--- src/rtl/adder_pkg.sv ---
// Shared types for the registered adder datapath.
// Build option: define ADDER_SAT_EN for unsigned saturation.
package adder_pkg;

   localparam int ADDER_WIDTH_DEF = 8;

   typedef logic [ADDER_WIDTH_DEF-1:0] adder_word_t;

   typedef struct packed {
      logic carry;
      logic ovf;
      logic zero;
   } adder_flags_t;

   localparam adder_flags_t ADDER_FLAGS_RST = '{
      carry: 1'b0,
      ovf:   1'b0,
      zero:  1'b0
   };

   // Signed overflow: operands agree in sign, result does not.
   function automatic logic adder_ovf(
      input logic a_msb,
      input logic b_msb,
      input logic r_msb
   );
      return (a_msb == b_msb) && (r_msb != a_msb);
   endfunction

endpackage

--- src/rtl/adder_core.sv ---
// Combinational full-sum and flag generation.
// Build option: ADDER_SAT_EN clamps the result to all-ones on carry-out.
module adder_core
   import adder_pkg::*;
#(
   parameter int WIDTH = ADDER_WIDTH_DEF
) (
   input  logic [WIDTH-1:0] a,
   input  logic [WIDTH-1:0] b,
   output logic [WIDTH-1:0] sum,
   output logic             carry,
   output logic             ovf,
   output logic             zero
);

   logic [WIDTH:0]   full;
   logic [WIDTH-1:0] raw;
   logic             sat;

   assign full  = {1'b0, a} + {1'b0, b};
   assign raw   = full[WIDTH-1:0];
   assign carry = full[WIDTH];

`ifdef ADDER_SAT_EN
   assign sat = full[WIDTH];
`else
   assign sat = 1'b0;
`endif

   always_comb begin
      sum = raw;
      ovf = adder_ovf(a[WIDTH-1], b[WIDTH-1], raw[WIDTH-1]);
      if (sat) begin
         // A clamped result is by definition not a signed overflow.
         sum = '1;
         ovf = 1'b0;
      end
   end

   assign zero = (sum == '0);

endmodule

--- src/rtl/adder_unit.sv ---
// Registered two-operand adder with valid qualifier and status flags.
// Build option: ADDER_SAT_EN selects unsigned saturation.
module adder_unit
   import adder_pkg::*;
#(
   parameter int WIDTH = ADDER_WIDTH_DEF
) (
   input  logic             clk,
   input  logic             rst_n,
   input  logic             in_valid,
   input  logic [WIDTH-1:0] dout1,
   input  logic [WIDTH-1:0] dout2,
   output logic             out_valid,
   output logic [WIDTH-1:0] add_out,
   output logic             carry,
   output logic             ovf,
   output logic             zero
);

   logic [WIDTH-1:0] sum_c;
   adder_flags_t     flags_c;
   adder_flags_t     flags_q;
   logic [WIDTH-1:0] sum_q;
   logic             valid_q;

   adder_core #(
      .WIDTH (WIDTH)
   ) u_core (
      .a     (dout1),
      .b     (dout2),
      .sum   (sum_c),
      .carry (flags_c.carry),
      .ovf   (flags_c.ovf),
      .zero  (flags_c.zero)
   );

   always_ff @(posedge clk or negedge rst_n) begin
      if (!rst_n) begin
         valid_q <= 1'b0;
         sum_q   <= '0;
         flags_q <= ADDER_FLAGS_RST;
      end else begin
         valid_q <= in_valid;
         // Result and flags hold across idle cycles.
         if (in_valid) begin
            sum_q   <= sum_c;
            flags_q <= flags_c;
         end
      end
   end

   assign out_valid = valid_q;
   assign add_out   = sum_q;
   assign carry     = flags_q.carry;
   assign ovf       = flags_q.ovf;
   assign zero      = flags_q.zero;

endmodule

--- config.mk ---
export PLATFORM = sky130hd
export DESIGN_NAME = adder_unit
export DESIGN_NICKNAME = d
export VERILOG_FILES = /design/src/rtl/adder_pkg.sv /design/src/rtl/adder_core.sv /design/src/rtl/adder_unit.sv
export SDC_FILE = /design/constraint.sdc
export NUM_CORES = 1
export LEC_CHECK = 0
export BUFFER_PORTS_ARGS = -buffer_cell sky130_fd_sc_hd__buf_2
export CAP_MARGIN = 5
export CELL_PAD_IN_SITES_DETAIL_PLACEMENT = 0
export CELL_PAD_IN_SITES_GLOBAL_PLACEMENT = 2
export CORE_UTILIZATION = 26
export DETAILED_ROUTE_END_ITERATION = 7
export PLACE_DENSITY_LB_ADDON = 0.15
export SLEW_MARGIN = 20
export SYNTH_ARGS = -nofsm -noshare
export SYNTH_HDL_FRONTEND = slang
export SYNTH_HIERARCHICAL = 1
export SYNTH_SLANG_ARGS = --single-unit
--- constraint.sdc ---
create_clock -name clk -period 0.8 [get_ports clk]
set_input_delay 0.12 -clock clk [delete_from_list [all_inputs] [get_ports clk]]
set_output_delay 0.12 -clock clk [all_outputs]
set_load 0.02 [all_outputs]
After elaboration in Yosys (flattened, before gate mapping). Index checks and enable logic that the tools add are counted.

Input port bits: 19. Bits in registers: 12. Word-level logic and storage cells: 10.

Equality and inequality tests: 2. Reduce and logical (&&, ||, !) cells: 2. Add/sub/neg operators: 1.

Operators with widths (count): $add 8x8->9 (1); $logic_not 8->1 (1); $eq 1x1->1 (1); $logic_and 1x1->1 (1); $ne 1x1->1 (1).

Longest topological paths before layout.
Depth in word-level cells: 3. Depth in mapped cells: 9.

By module. The synthesis kept the hierarchy.

By module, submodules not included: adder_unit (times used 1, cells each 24, area each 473.0 µm², sequential area each 300.3 µm²); adder_core (times used 1, cells each 43, area each 341.6 µm², sequential area each 0.0 µm²).

Worst setup path after synthesis. No wires, ideal clock.

Path type: input -> register. Start: input port dout1[0]. End: register flags_q, in the netlist zero. Setup slack: -1.089 ns. Arrival: 1.825 ns. Buffers on the path: 0. Setup time: 0.064 ns. Cell stages on the path: 9. Cells stage by stage: ha_1 -> inv_1 -> fa_1 -> nor2b_1 -> o31a_2 -> a21oi_1 -> or4b_1 -> nor3_2 -> mux2_4.

RTL lines: start: declaration (line adder_unit.sv:11) `input logic [WIDTH-1:0] dout1,`; end signal: assignment (line adder_unit.sv:47) `flags_q <= flags_c;`; end: declaration (line adder_unit.sv:22) `adder_flags_t flags_q;`.

==> run summary <==
CTS tree = built
io pins = 31
first-pass GRT wire length = 3.153 mm
final number of hold-violating endpoints = 0
status = finished, violations left
WS Path Type = input port to flip-flop
root buffer cell = clkbuf_4
DRC Markers = 1
total number of vias = 736
Setup WS post-layout = -0.8306 ns
Min Hold Slack = 0.03639 ns
post-synth cell types = 26
TritonRoute pass-1 iters = 7
Worst setup SP type = input port
WL per Instance = 11.83 µm
clock sinks = 12
RR Startpoint = add_out[4]
P per Cell Area = 1736 nW/µm²
Avg Inst Size Synth = 12.16 µm²
Die Height = 57.97 µm
# setup viols final = 23
Arr. time, crit path = 1.86 ns
Clock transition at path regs = 0.08 ns
synth warn = 6
Synth Register Bits = 12
Max clock buf depth = 2
Seq/Total Area, Yosys = 36.87%
Hold Path Class = input port to flip-flop
Total GRT Usage = 12.21%
combinational family with the most area after synthesis = multiplexers
Die ar. = 3361 µm²
Setup Skew = 0 ns
hpwl dp = 1.413 mm
adder-cell share of the synthesized area = 14.75%
DP Area = 1244 µm²
routed wire length = 1.892 mm
Antenna Cells = 0
nets@finish = 158
vias in the first global route = 729
Hold EP = out_valid
HP Start = in_valid
Buffers on Ports = 30
filler cell count = 264
reg-to-reg critical path endpoint = add_out[4]
CP required = 1.03 ns
H-tree levels = 1
max cap viols = 0
Final Instance Area = 1509 µm²
min Tclk post-route = 1.631 ns
max-slew violations = 0
hold depth = 1
Synth Cell Area = 814.5 µm²
CP max FO = 2
Vias/cell = 4.600
CTS Buf Count = 3
syn nets = 95
Cells after Synth = 67
Die W = 57.97 µm
Fmax = 613.3 MHz
post-synthesis mux area share = 19.82%
failing checks = DRC, setup timing
static leakage = 0.0007243 µW
RSZ-0062 raised after global routing = yes
Initial Util = 28.55%
routability cong. = 0.6731
relative slew slack = 81.88%
FF-to-FF setup slack = -0.11 ns
period utilization = 203.8%
XOR/XNOR share of the synthesized area = 5.376%
Post-Synth Simple-Gate Area = 6.759%
clk_lat worst skew = 0.27 ns
Peak VDD IR = 0.001250 V
complex-gate fraction of the synthesized area = 13.21%
Worst-Margin Slew = 0.2718 ns
P&R area growth vs syn = 85.25%
Placeable Area = 2853 µm²
share of layout cells above drive strength 1 = 75.19%
number of routed nets with antenna violations = 0
initial antenna violation count = 0
grt ovf = 0
# rows = 19
Initial DRC Count = 19
worst-case reg-to-reg path depth = 2
largest net degree at the start of global routing = 13
crit path capture type = flip-flop
worst max-delay path by stage:
stage | start | to | slack, ns | depth (start not counted)
after global placement | dout1[0] | zero | -1.13 | 10
after CTS | dout1[0] | zero | -0.79 | 10
final | dout1[0] | zero | -0.83 | 10
after floorplan | dout1[0] | zero | -0.96 | 9
after detailed placement | dout1[0] | zero | -1.15 | 10
after global routing | dout1[0] | carry | -0.86 | 10
cell type report:
cell class | instances | area (µm²) | share of cell area [%]
sequential | 12 | 301.5 | 19.98
multi-input combinational | 50 | 610.6 | 40.46
tap | 31 | 38.79 | 2.570
clock buffer | 4 | 36.28 | 2.405
inverter | 4 | 15.01 | 0.9950
timing repair buffer | 59 | 506.7 | 33.58
layer usage:
metal  wire (µm)  vias to the layer above  global-route usage [%]
li1            -                      367                       -
met1         878                      349                   16.08
met2         902                       18                   19.21
met3          94                        2                   4.241
met4          16                        0                   3.061
met5           0                        -                       0
registers in the layout, indices dropped and copies added (netlist names):
register and count:
add_out 8, carry 1, out_valid 1, ovf 1
zero 1
placed cells by master (no fill, tap or decap), types with 2 or more instances in the layout:
cell type | netlist | routed
a21oi_2 | 0 | 4
buf_4 | 0 | 23
ha_1 | 8 | 3
buf_12 | 0 | 2
o21ai_1 | 1 | 2
xnor2_2 | 0 | 2
clkbuf_4 | 0 | 3
mux2_4 | 10 | 10
nor2_1 | 3 | 3
ha_4 | 0 | 5
o21a_1 | 2 | 2
inv_2 | 0 | 3
buf_6 | 1 | 19
buf_2 | 0 | 14
dfrtp_1 | 12 | 11
report_power, final:
| group | total, µW | switching, µW | internal (µW) | leakage (µW) |
|---|---|---|---|---|
| logic | 1330 | 513 | 814 | 0.000561 |
| registers | 800 | 81.1 | 719 | 0.000142 |
| clock network | 493 | 216 | 277 | 0.0000210 |
critical path, cell delays in order:
cell and delay (ns):
buf_6 0.07, ha_4 0.12, inv_2 0.03, fa_2 0.34, buf_4 0.15, xnor2_2 0.14
nor3_1 0.14, or4b_1 0.47, nor3_2 0.11, mux2_4 0.15
timing repair:
action / in CTS / in global routing
hold buffers: 1 / 0
hold endpoints to repair: 12 / 0
pin swaps: 6 / 6
gates resized for setup: 34 / 7
setup endpoints to repair: 22 / 23
setup buffers: 10 / 3
synth_stat cells:
cell type | n | share of area, %
nor3_1 | 1 | 0.61
fa_1 | 1 | 2.5
a21oi_1 | 4 | 2.5
inv_1 | 4 | 1.8
o21ai_1 | 1 | 0.61
o31a_1 | 1 | 1.1
o21ai_0 | 3 | 1.8
mux2_4 | 10 | 18
ha_1 | 8 | 12
mux2_2 | 1 | 1.4
a211oi_2 | 1 | 1.5
o22ai_1 | 1 | 0.77
nor3_2 | 1 | 1.2
xor2_1 | 2 | 2.2
a21o_1 | 1 | 0.92
o21a_1 | 2 | 1.8
nand2b_1 | 1 | 0.77
or4b_1 | 1 | 1.2
nor2b_1 | 1 | 0.77
o211ai_1 | 1 | 0.92
nor2_1 | 3 | 1.4
buf_6 | 1 | 1.4
o31a_2 | 1 | 1.2
or2_2 | 1 | 0.77
xnor2_1 | 3 | 3.2
dfrtp_1 | 12 | 37
cells by family (layout without fill, tap and decap cells):
family                   Yosys count  count (layout)
multiplexers                      11              11
XOR/XNOR                           5               5
AND/OR/NAND/NOR                    9               9
AO/OA/AOI/OAI                     16              16
flip-flops                        12              12
buffers and inverters              5              67
adder cells (fa/ha/maj)            9               9
through the flow:
step	setup WS [ns]	utilization [%]	total power, µW	std cells	setup TNS, ns
finish	-0.8306	52.89	2620	160	-7.027
global route	-0.8591	52.89	2784	160	-7.931
CTS	-0.7897	51.32	2596	158	-7.182
detailed placement	-1.151	43.60	1786	145	-8.559
global placement	-1.134	43.60	1784	145	-8.558
floorplan	-0.9586	-	1380	67	-5.498
No activity file was read; power rests on OpenSTA's default activity.
